File: config.mk
export PLATFORM = sky130hd
export DESIGN_NAME = npc_gen
export DESIGN_NICKNAME = d
export VERILOG_FILES = /design/src/rtl/npc_gen.sv
export SDC_FILE = /design/constraint.sdc
export NUM_CORES = 1
export LEC_CHECK = 0
export BUFFER_PORTS_ARGS = -buffer_cell sky130_fd_sc_hd__buf_2
export CORE_UTILIZATION = 25
export DETAILED_ROUTE_END_ITERATION = 7
export SYNTH_ARGS = -nofsm -noshare
export SYNTH_HDL_FRONTEND = slang
export SYNTH_SLANG_ARGS = --single-unit
File: constraint.sdc
create_clock -name clk -period 5.5 [get_ports clk]
set_clock_uncertainty 0.15 [all_clocks]
set_input_delay 0.275 -clock clk [delete_from_list [all_inputs] [get_ports clk]]
set_output_delay 0.275 -clock clk [all_outputs]
set_load 0.02 [all_outputs]
File: src/rtl/npc_gen.sv
// npc_gen: next-PC generator and PC register with prioritised redirects.
// Define NPC_REDIRECT_STATS_EN to add a saturating redirect_cnt output.
module npc_gen #(
  parameter int          ADDR_W   = 32,
  parameter int          INDEX_W  = 26,
  parameter int          IMM_W    = 16,
  parameter logic [31:0] RESET_PC = 32'h0000_0000,
  parameter logic [31:0] EXC_VEC  = 32'h0000_0004
) (
  input  logic              clk,
  input  logic              rst_n,
  input  logic              stall,
  input  logic              exc_valid,
  input  logic              jr_valid,
  input  logic [ADDR_W-1:0] jr_target,
  input  logic              j_valid,
  input  logic [INDEX_W-1:0] j_index,
  input  logic              br_valid,
  input  logic              br_taken,
  input  logic [IMM_W-1:0]  br_imm,
  input  logic [ADDR_W-1:0] src_pc4,
`ifdef NPC_REDIRECT_STATS_EN
  output logic [31:0]       redirect_cnt,
`endif
  output logic [ADDR_W-1:0] pc,
  output logic [ADDR_W-1:0] pc_plus4,
  output logic              redirect,
  output logic              addr_err,
  output logic              pending
);

  localparam logic [ADDR_W-1:0] RST_A = ADDR_W'(RESET_PC);
  localparam logic [ADDR_W-1:0] EXC_A = ADDR_W'(EXC_VEC);
  localparam logic [ADDR_W-1:0] FOUR  = ADDR_W'(4);

  logic              jr_bad;
  logic              exc_req;
  logic              jr_ok;
  logic              j_sel;
  logic              br_sel;
  logic              req;
  logic [ADDR_W-1:0] br_off;
  logic [ADDR_W-1:0] tgt;
  logic [ADDR_W-1:0] pbuf;

  assign pc_plus4 = pc + FOUR;

  // One-hot request selects; lower priorities are masked off here.
  assign jr_bad  = jr_valid & ~exc_valid & (jr_target[1:0] != 2'b00);
  assign exc_req = exc_valid | jr_bad;
  assign jr_ok   = jr_valid & ~exc_valid & (jr_target[1:0] == 2'b00);
  assign j_sel   = j_valid & ~exc_valid & ~jr_valid;
  assign br_sel  = br_valid & br_taken & ~exc_valid
                 & ~jr_valid & ~j_valid;
  assign req     = jr_ok | j_sel | br_sel;

  assign br_off = {{(ADDR_W-IMM_W-2){br_imm[IMM_W-1]}},
                   br_imm, 2'b00};

  always_comb begin
    tgt = '0;
    unique case (1'b1)
      jr_ok:   tgt = jr_target;
      j_sel:   tgt = {src_pc4[ADDR_W-1:INDEX_W+2],
                      j_index, 2'b00};
      br_sel:  tgt = src_pc4 + br_off;
      default: tgt = '0;
    endcase
  end

  always_ff @(posedge clk or negedge rst_n) begin
    if (!rst_n) begin
      pc       <= RST_A;
      redirect <= 1'b0;
      addr_err <= 1'b0;
      pending  <= 1'b0;
      pbuf     <= '0;
    end else begin
      redirect <= 1'b0;
      addr_err <= 1'b0;
      if (exc_req) begin
        pc       <= EXC_A;
        redirect <= 1'b1;
        addr_err <= jr_bad;
        pending  <= 1'b0;
      end else if (pending && !stall) begin
        pc       <= pbuf;
        redirect <= 1'b1;
        pending  <= 1'b0;
      end else if (req && stall) begin
        pbuf    <= tgt;
        pending <= 1'b1;
      end else if (req) begin
        pc       <= tgt;
        redirect <= 1'b1;
      end else if (!stall) begin
        pc <= pc_plus4;
      end
    end
  end

`ifdef NPC_REDIRECT_STATS_EN
  always_ff @(posedge clk or negedge rst_n) begin
    if (!rst_n) begin
      redirect_cnt <= '0;
    end else if (redirect && redirect_cnt != 32'hFFFF_FFFF) begin
      redirect_cnt <= redirect_cnt + 32'd1;
    end
  end
`endif

endmodule

== Word-level counts from Yosys, hierarchy flattened ==
Index checks and enable logic that the tools add are counted.

* Flip-flop bits (word level): 67
* Bits in latches: 0
* RAM bits: 0
* Bits in read-only memories: 0
* Input bits: 114
* Output and inout port bits: 67
* Logic and storage cells: 48
* Memories: 0

* Add/subtract/negate cells: 2
* Multipliers: 0
* Div/mod/pow operators: 0
* Order comparisons: 0
* Equality and inequality tests: 2
* Shift-type cells: 0
* Mux-type cells: 14
* Bitwise logic cells: 17
* Reduce and logical (&&, ||, !) cells: 8

{| class="wikitable"
|+ Operators with widths
! kind !! number
|-
| $mux 32 || 5
|-
| $pmux 32 s3 || 1
|-
| $add 32x3->32 const B || 1
|-
| $add 32x32->32 || 1
|-
| $and 1x1->1 || 9
|-
| $mux 1 || 8
|-
| $not 1->1 || 5
|-
| $ne 4x1->1 const B || 1
|-
| $ne 3x3->1 const B || 1
|-
| $or 1x1->1 || 3
|-
| $reduce_and 3->1 || 1
|-
| $reduce_bool 3->1 || 1
|-
| $logic_and 1x1->1 || 2
|-
| $logic_not 2->1 || 1
|-
| $reduce_and 2->1 || 1
|-
| $reduce_bool 2->1 || 1
|-
| $logic_not 1->1 || 1
|}

== Logic depth before layout (Yosys ltp) ==
Gate-level depths: netlist of run 1.

* Word-level depth: 9
* Depth in mapped cells: 10
* Depth with buffers taken out: 10

== Worst setup path after synthesis of run 1 ==
Ideal clock, no wire load.

* Kind: input port to flip-flop
* From: in br_imm[0]
* To: reg pc[20]
* Library setup time: 0.135 ns
* Data arrival time: 2.647 ns
* Data required time: 5.215 ns
* Slack: 2.569 ns
* Stages: 10
* Path buffers: 0
* Path through: ha_1 > fa_1 > a211oi_2 > o211ai_2 > and4_1 > or3_1 > a211o_1 > xor2_1 > a221oi_2 > o22ai_1

* Word-level cells in the longest chain between the ends: 6

{| class="wikitable"
|+ Ends and longest elaborated chain
! element !! RTL line !! RTL
|-
| start: declaration || 20 || <nowiki>input logic [IMM_W-1:0] br_imm,</nowiki>
|-
| $add 32x32->32 || 66 || <nowiki>br_sel: tgt = src_pc4 + br_off;</nowiki>
|-
| $pmux 32 s3 || 62 || <nowiki>unique case (1'b1)</nowiki>
|-
| $mux 32 || 93 || <nowiki>end else if (req) begin</nowiki>
|-
| $mux 32 || 90 || <nowiki>end else if (req && stall) begin</nowiki>
|-
| $mux 32 || 86 || <nowiki>end else if (pending && !stall) begin</nowiki>
|-
| $mux 32 || 81 || <nowiki>if (exc_req) begin</nowiki>
|-
| end signal: assignment || 87 || <nowiki>pc <= pbuf;</nowiki>
|-
| end signal: assignment || 94 || <nowiki>pc <= tgt;</nowiki>
|-
| end signal: assignment || 97 || <nowiki>pc <= pc_plus4;</nowiki>
|-
| end: declaration || 25 || <nowiki>output logic [ADDR_W-1:0] pc,</nowiki>
|}

No other way between the ends. The select of a mux whose other input is x is not followed.
A chain may end at the register's enable or synchronous reset.

== Worst setup path after layout of run 1 ==
* From: reg pc[2]
* To: out pc_plus4[20]

* Word-level cells in the longest chain between the ends: 1

{| class="wikitable"
|+ Ends and longest elaborated chain
! element !! RTL line !! RTL
|-
| $add 32x3->32 || 46 || <nowiki>assign pc_plus4 = pc + FOUR;</nowiki>
|-
| end: declaration || 26 || <nowiki>output logic [ADDR_W-1:0] pc_plus4,</nowiki>
|}

No other way between the ends.

==> results of run 1 <==
## per-layer routing
layer / global-route usage [%] / up-vias / routed length [um]
li1: - / 3003 / -
met1: 27.4 / 2922 / 10600
met2: 27.5 / 269 / 9260
met3: 2.14 / 24 / 1540
met4: 5.24 / 0 / 369
met5: 0 / - / 0
## cell type report
cell class	count	area (um^2)	share of cell area, %
Multi-Input combinational cell	572	3800	52.8
Timing Repair Buffer	191	983	13.7
Tap cell	285	357	4.96
Clock buffer	13	270	3.76
Inverter	23	86.3	1.20
Clock inverter	3	21.3	0.296
Sequential cell	67	1680	23.3
## power groups by stage
stage / registers (mW) / clock network (mW) / logic, mW
after detailed placement: 0.573 / 0 / 0.456
after global routing: 0.570 / 0.589 / 0.507
final: 0.565 / 0.556 / 0.462
after global placement: 0.572 / 0 / 0.454
after floorplan: 0.576 / 0 / 0.287
after CTS: 0.564 / 0.563 / 0.458
## worst max-delay path by stage
| stage | to | startpoint | depth (start not counted) | slack, ns |
|---|---|---|---|---|
| 2_1_floorplan | pc[20] | br_imm[0] | 10 | 2.57 |
| 3_3_place_gp | pc[20] | br_imm[0] | 11 | 2.28 |
| 3_5_place_dp | pc[20] | br_imm[0] | 11 | 2.22 |
| 4_1_cts | pc_plus4[20] | pc[2] | 7 | 2.30 |
| 5_1_grt | pc_plus4[27] | pc[2] | 6 | 2.18 |
| 6_report | pc_plus4[20] | pc[2] | 7 | 2.33 |
## sequential cells by signal (all words and copies together) (netlist names)
name and flops:
redirect 1, pending 1, addr_err 1, pc 32, pbuf 32
## layout by cell type (no fill, tap or decap), types with 4 or more instances in the layout
cell type | netlist | final
a222oi_1 | 15 | 15
o31ai_1 | 5 | 5
nand3_1 | 21 | 21
and3_1 | 11 | 11
or3_1 | 4 | 4
buf_2 | 7 | 180
buf_4 | 3 | 11
nand2_1 | 59 | 59
o211ai_1 | 7 | 7
a211oi_1 | 9 | 9
nand2b_1 | 6 | 6
and2_1 | 8 | 8
a22oi_1 | 15 | 15
dfrtp_1 | 67 | 67
o21ai_1 | 16 | 16
ha_1 | 30 | 30
nand4_1 | 16 | 16
o22ai_1 | 5 | 5
a21oi_1 | 71 | 71
a22o_1 | 6 | 6
o221ai_1 | 7 | 7
o21ai_0 | 42 | 42
inv_1 | 22 | 22
and4_1 | 4 | 4
a21o_1 | 24 | 24
nor3_1 | 9 | 9
xnor2_1 | 35 | 35
xor2_1 | 15 | 15
a31oi_1 | 13 | 13
nor2_1 | 57 | 57
a221oi_1 | 10 | 10
clkbuf_16 | 0 | 9
## cells by family (layout without fill, tap and decap cells)
logic type,count (synthesis),count (layout),share of synthesized area [%]
simple gates,210,210,18.4
mux,4,4,0.719
fa+ha+maj,31,31,6.89
buf+inv,68,230,4.79
compound gates,277,277,32.4
xor+xnor,50,50,7.63
flops,67,67,29.2
## per-stage QoR
stage / instance area [um^2] / hold slack, ns / utilization [%] / std cells / setup WS [ns]
floorplan: 5740 / -0.171 / - / 707 / 2.57
global placement: 6900 / 0.305 / 30.6 / 1138 / 2.28
detailed placement: 6900 / 0.315 / 30.6 / 1138 / 2.22
CTS: 7190 / 0.0282 / 31.9 / 1154 / 2.30
global route: 7190 / 0.0494 / 31.9 / 1154 / 2.18
finish: 7190 / -0.0121 / 31.9 / 1154 / 2.33
## Yosys cell counts, types with 7 or more instances
library cell / number
nand2_1: 59
nor3_1: 9
nand3_1: 21
o211ai_1: 7
dfrtp_1: 67
buf_2: 7
and2_1: 8
and3_1: 11
a31oi_1: 13
xor2_1: 15
ha_1: 30
o21ai_0: 42
o21ai_1: 16
xnor2_1: 35
clkbuf_1: 33
a21o_1: 24
o221ai_1: 7
a22oi_1: 15
inv_1: 22
a21oi_1: 71
a222oi_1: 15
nor2_1: 57
a211oi_1: 9
a221oi_1: 10
nand4_1: 16
==> flow_summary_export.csv, run 1 <==
group,metric,value,unit
status,status,"finished, violations left",
status,violations,"negative hold slack",
power_and_ir_drop,ir_drop,117,uV
logic_synthesis,synth_cell_types,69,
global_route,grt_pass1_vias,5804,
global_route,grt_max_degree,68,
worst_setup_path,cp.required,5.08,ns
logic_synthesis,syn_inst,707,
global_route,antenna_found_initial,1,
drt,drcViolationCount,0,
logic_synthesis,synth_area_leaders,"dfrtp_1 29%, ha_1 6.5%, a21oi_1 6.2%",
min_path,hold_class,"primary input to async pin",
drt,wl_per_cell,18.9,um
power_and_ir_drop,swShare,33.3,%
timing,period_minus_slack,3.17,ns
drt,drt-pass1-iter-count,6,
cts,cts_resized,0,
placement,place.port_buffers,180,
worst_setup_path,reg2reg_slack,2.52,ns
global_route,grt-ovfl-total,0,
worst_setup_path,path_class,"register to output pin",
logic_synthesis,ys_ff_latch,67,
cts,clkSlewWorstSetupHoldPaths,0.06,ns
cts,cts_tree,"built",
worst_setup_path,crit_buf_inv,1,
cts,clkSinkCount,67,
placement,gp_congestion,0.892,
cts,cts_buffer_depth,2,
worst_setup_path,end_kind,"output pin",
drt,vias,6218,
worst_setup_path,crit_fanout,7,
worst_setup_path,worstPathArrival,2.75,ns
finish,diodes,0,
cts,cts_root_buffer,"clkbuf_16",
floorplanning,dieWidth,154,um
placement,dp_hpwl,17100,um
power_and_ir_drop,power.density,220,mW/mm^2
power_and_ir_drop,finalPower,1.58,mW
finish,area_growth,25.3,%
timing,slew_violations,0,
worst_setup_path,r2r_start,"pending",
cts,cts_made_buffers,9,
finish,final_nets,1009,
logic_synthesis,ys_warn_count,0,
timing,timing.final.crit_share,57.7,%
floorplanning,core,0.0226,mm^2
logic_synthesis,syn-num-nets,852,
power_and_ir_drop,netSwitchingPower,0.527,mW
cts,clk_latency,0.33,ns
power_and_ir_drop,p_clk_share,35.1,%
floorplanning,dieArea,0.0236,mm^2
floorplanning,ios,181,
drt,drt-total-wl,21800,um
worst_setup_path,cpPeakStageDelay,0.52,ns
worst_setup_path,cp_cell_sequence,"ha_1 > nand3_1 > nor4_4 > nand4_1 > nor2_1 > xor2_1 > buf_2",
logic_synthesis,seq_area_frac_synth,29.2,%
timing,grt_setup_unrepaired,"no",
logic_synthesis,synth.cell_area,0.00574,mm^2
global_route,track_usage,18.4,%
logic_synthesis,ys.flop_type,"dfrtp_1",
worst_setup_path,cp_top_family,"simple AND/OR/NAND/NOR gates",
timing,fin_setup_tns,0,ns
drt,vias_per_cell,5.39,
worst_setup_path,worst-r2r-cell-count,6,
global_route,grt_pass1_wl,33700,um
logic_synthesis,synth_top_area_share,29.2,%
power_and_ir_drop,p_int,1.06,mW
worst_setup_path,rr_endpoint,"pc[23]",
floorplanning,die_height,154,um
finish,fill_cells,2413,
floorplanning,rows,55,
timing,slew_headroom,38.8,%
timing,max_freq,0.315,GHz
timing,setup_viol,0,
timing,worst_slew_pin_slew,0.918,ns
floorplanning,initial_core_util,25.4,%
power_and_ir_drop,combPwrFrac,29.2,%
timing,hold_violations,3,
drt,drt_iter0_markers,606,
cts,post_cts_buffers,0,
worst_setup_path,cp_slowest_cell,"dfrtp_1",
logic_synthesis,async_reset_ff_share,100,%
cts,cts.hold.buffers_added,0,
logic_synthesis,synth-edff-count,0,
power_and_ir_drop,seq_power_share,35.7,%
drt,postRouteAntennaNets,0,
timing,timing.hold.ws,-0.0121,ns
cts,cts_max_level,3,
job,cap_viol_max_count,0,
worst_setup_path,start_kind,"register",
finish,layout-drive-gt1-share,25.3,%
power_and_ir_drop,p_leak,3.35,nW
logic_synthesis,synth.largest_area_cell,"dfrtp_1",
logic_synthesis,synth_area_per_cell,8.12,um^2
No activity file was read; power rests on OpenSTA's default activity.
==> inputs of run 2 (changes only) <==
Settings changed: ABC_AREA set to 1.
Clock period 5.5 ns to 3 ns, I/O delays scaled along.
==> flow_summary_export.csv, run 2 <==
group,metric,value,unit
placement,place.port_buffers,180,
timing,grt_setup_unrepaired,"no",
power_and_ir_drop,p_leak,4.47,nW
logic_synthesis,yosysMostFrequentCell,"nand2_1",
floorplanning,initial_core_util,25.7,%
worst_setup_path,worstPathArrival,2.87,ns
logic_synthesis,ys_top_cells_by_count,"339 x nand2_1, 147 x inv_1, 117 x nor2_1, 73 x nand3_1, 67 x dfrtp_1",
logic_synthesis,ys_warn_count,0,
timing,max_freq,0.360,GHz
worst_setup_path,start_kind,"primary input",
cts,clk_latency,0.33,ns
finish,fill_cells,2803,
worst_setup_path,cp.required,3.10,ns
cts,cts_tree,"built",
finish,reg_top3,"pbuf (32), pc (32)",
worst_setup_path,path_class,"primary input to register",
timing,period_minus_slack,2.78,ns
logic_synthesis,synth.largest_area_cell,"dfrtp_1",
finish,layout-drive-gt1-share,18.5,%
cts,cts_made_buffers,9,
placement,dp_hpwl,20300,um
global_route,antenna_found_initial,0,
timing,slew_headroom,55.1,%
logic_synthesis,synth.cell_area,0.00650,mm^2
worst_setup_path,r2r_start,"pc[15]",
finish,seq_area,0.00168,mm^2
timing,timing.hold.ws,0.0413,ns
logic_synthesis,synth_cell_types,48,
drt,wl_per_cell,15.7,um
floorplanning,ios,181,
drt,drt_iter0_markers,516,
finish,multiInputGateArea,0.00410,mm^2
global_route,grt_max_degree,43,
min_path,hold_class,"primary input to register",
cts,cts.hold.buffers_added,5,
worst_setup_path,end_kind,"register",
floorplanning,rows,58,
floorplanning,dieArea,0.0267,mm^2
drt,drcViolationCount,0,
logic_synthesis,ys.flop_type,"dfrtp_1",
min_path,holdPathStages,3,
worst_setup_path,rr_endpoint,"pc[20]",
power_and_ir_drop,ir_drop,301,uV
global_route,grt_pass1_vias,6972,
timing,setup_viol,0,
global_route,grt-ovfl-total,0,
drt,vias,7568,
logic_synthesis,synth_area_leaders,"dfrtp_1 26%, nand2_1 20%, inv_1 8.5%",
worst_setup_path,crit_fanout,20,
logic_synthesis,syn-num-nets,1208,
cts,cts_resized,0,
cts,clkSinkCount,67,
finish,diodes,0,
logic_synthesis,synth_area_per_cell,6.12,um^2
cts,post_cts_buffers,0,
worst_setup_path,reg2reg_slack,0.78,ns
timing,slew_violations,0,
min_path,min-delay-start,"jr_target[4]",
finish,area_growth,24.3,%
logic_synthesis,synth-edff-count,0,
cts,clkSlewWorstSetupHoldPaths,0.05,ns
floorplanning,dieWidth,163,um
timing,worst_slew_pin_slew,0.674,ns
min_path,hold_end,"pbuf[4]",
logic_synthesis,synth_top_area_share,25.8,%
timing,timing.final.crit_share,92.6,%
status,status,"completed",
logic_synthesis,syn_inst,1063,
finish,final_common_cell,"nand2_1",
logic_synthesis,seq_area_frac_synth,25.8,%
global_route,track_usage,18.6,%
worst_setup_path,worst-r2r-cell-count,9,
drt,drt-pass1-iter-count,6,
global_route,grt_pass1_wl,38200,um
power_and_ir_drop,power.density,357,mW/mm^2
floorplanning,core,0.0253,mm^2
cts,cts_root_buffer,"clkbuf_16",
drt,postRouteAntennaNets,0,
finish,layout_common_cells,"339 x nand2_1, 180 x buf_2, 147 x inv_1",
cts,cts_buffer_depth,2,
drt,vias_per_cell,4.81,
logic_synthesis,async_reset_ff_share,100,%
logic_synthesis,ys_ff_latch,67,
placement,gp_congestion,0.915,
job,cap_viol_max_count,0,
timing,hold_violations,0,
drt,drt-total-wl,24600,um
finish,final_nets,1386,
timing,fin_setup_tns,0,ns
floorplanning,die_height,163,um
cts,cts_max_level,3,
run 2: cell types whose count changed in the layout (fill, tap and decap cells not counted), moves of 14 or more:
cell      change
nand2_1     +280
inv_1       +125
nor2_1       +60
nand3_1      +52
xnor2_1      -34
a21oi_1      -27
a21o_1       -20
a222oi_1     -15
a22oi_1      -14
nor3_1       +14
run 2: layer usage:
metal  GRT usage (%)  up-vias  share of wire, %
li1                -     3800                 -
met1            27.5     3480                49
met2            29.3      268                44
met3            1.52       20               6.4
met4            3.91        0               1.3
met5               0        -                 0
run 2: how the worst max path moves through the flow:
stage            startpoint      to  slack (ns)  cells after the start
4_1_cts        jr_target[0]  pc[16]        0.24                     13
3_5_place_dp      br_imm[0]  pc[16]        0.46                     13
2_1_floorplan         pc[2]  pc[30]        0.88                      9
3_3_place_gp      br_imm[0]   pc[8]        0.45                     13
6_report       jr_target[0]  pc[16]        0.22                     13
5_1_grt        jr_target[0]  pc[20]       0.009                     13
run 2: worst max-delay path, cell delays in order:
cell           delay (ns)
dlygate4sd3_1        0.54
buf_2                0.13
o21ai_0              0.14
dlygate4sd3_1        0.56
inv_1                0.05
nor2_1               0.26
inv_2                0.09
nor2_1               0.11
buf_4                0.26
inv_1                0.26
nor2_1               0.15
nand2_1              0.10
o21ai_0              0.08
run 2: cells by family (layout without fill, tap and decap cells):
group,Yosys count,in the layout,share of synthesized area [%]
adder cells (fa/ha/maj),31,31,6.08
AO/OA/AOI/OAI,170,170,15.8
XOR/XNOR,15,15,2.14
buffers and inverters,186,366,11.2
AND/OR/NAND/NOR,594,594,38.9
flip-flops,67,67,25.8
run 2: final cells by class:
cell class	instances	area share, %
sequential	67	20.7
timing repair buffer	199	13.2
tap	330	5.11
inverter	154	7.15
multi-input combinational	810	50.7
clock buffer	13	3.10
run 2: power breakdown:
part / internal (mW) / leakage [nW] / switching [mW]
registers: 1.00 / 0.879 / 0.0712
logic: 0.322 / 3.47 / 0.564
clock network: 0.568 / 0.122 / 0.359
total: 1.89 / 4.47 / 0.994
run 2: metrics by stage:
step / util, % / cell area [um^2] / instances / power, mW / setup WS [ns]
6_report: 31.9 / 8080 / 1573 / 2.88 / 0.222
5_1_grt: 31.9 / 8080 / 1573 / 3.06 / 0.00947
4_1_cts: 31.9 / 8080 / 1573 / 2.90 / 0.236
3_5_place_dp: 30.7 / 7780 / 1555 / 1.96 / 0.462
3_3_place_gp: 30.7 / 7780 / 1555 / 1.95 / 0.450
2_1_floorplan: - / 6500 / 1063 / 1.63 / 0.875
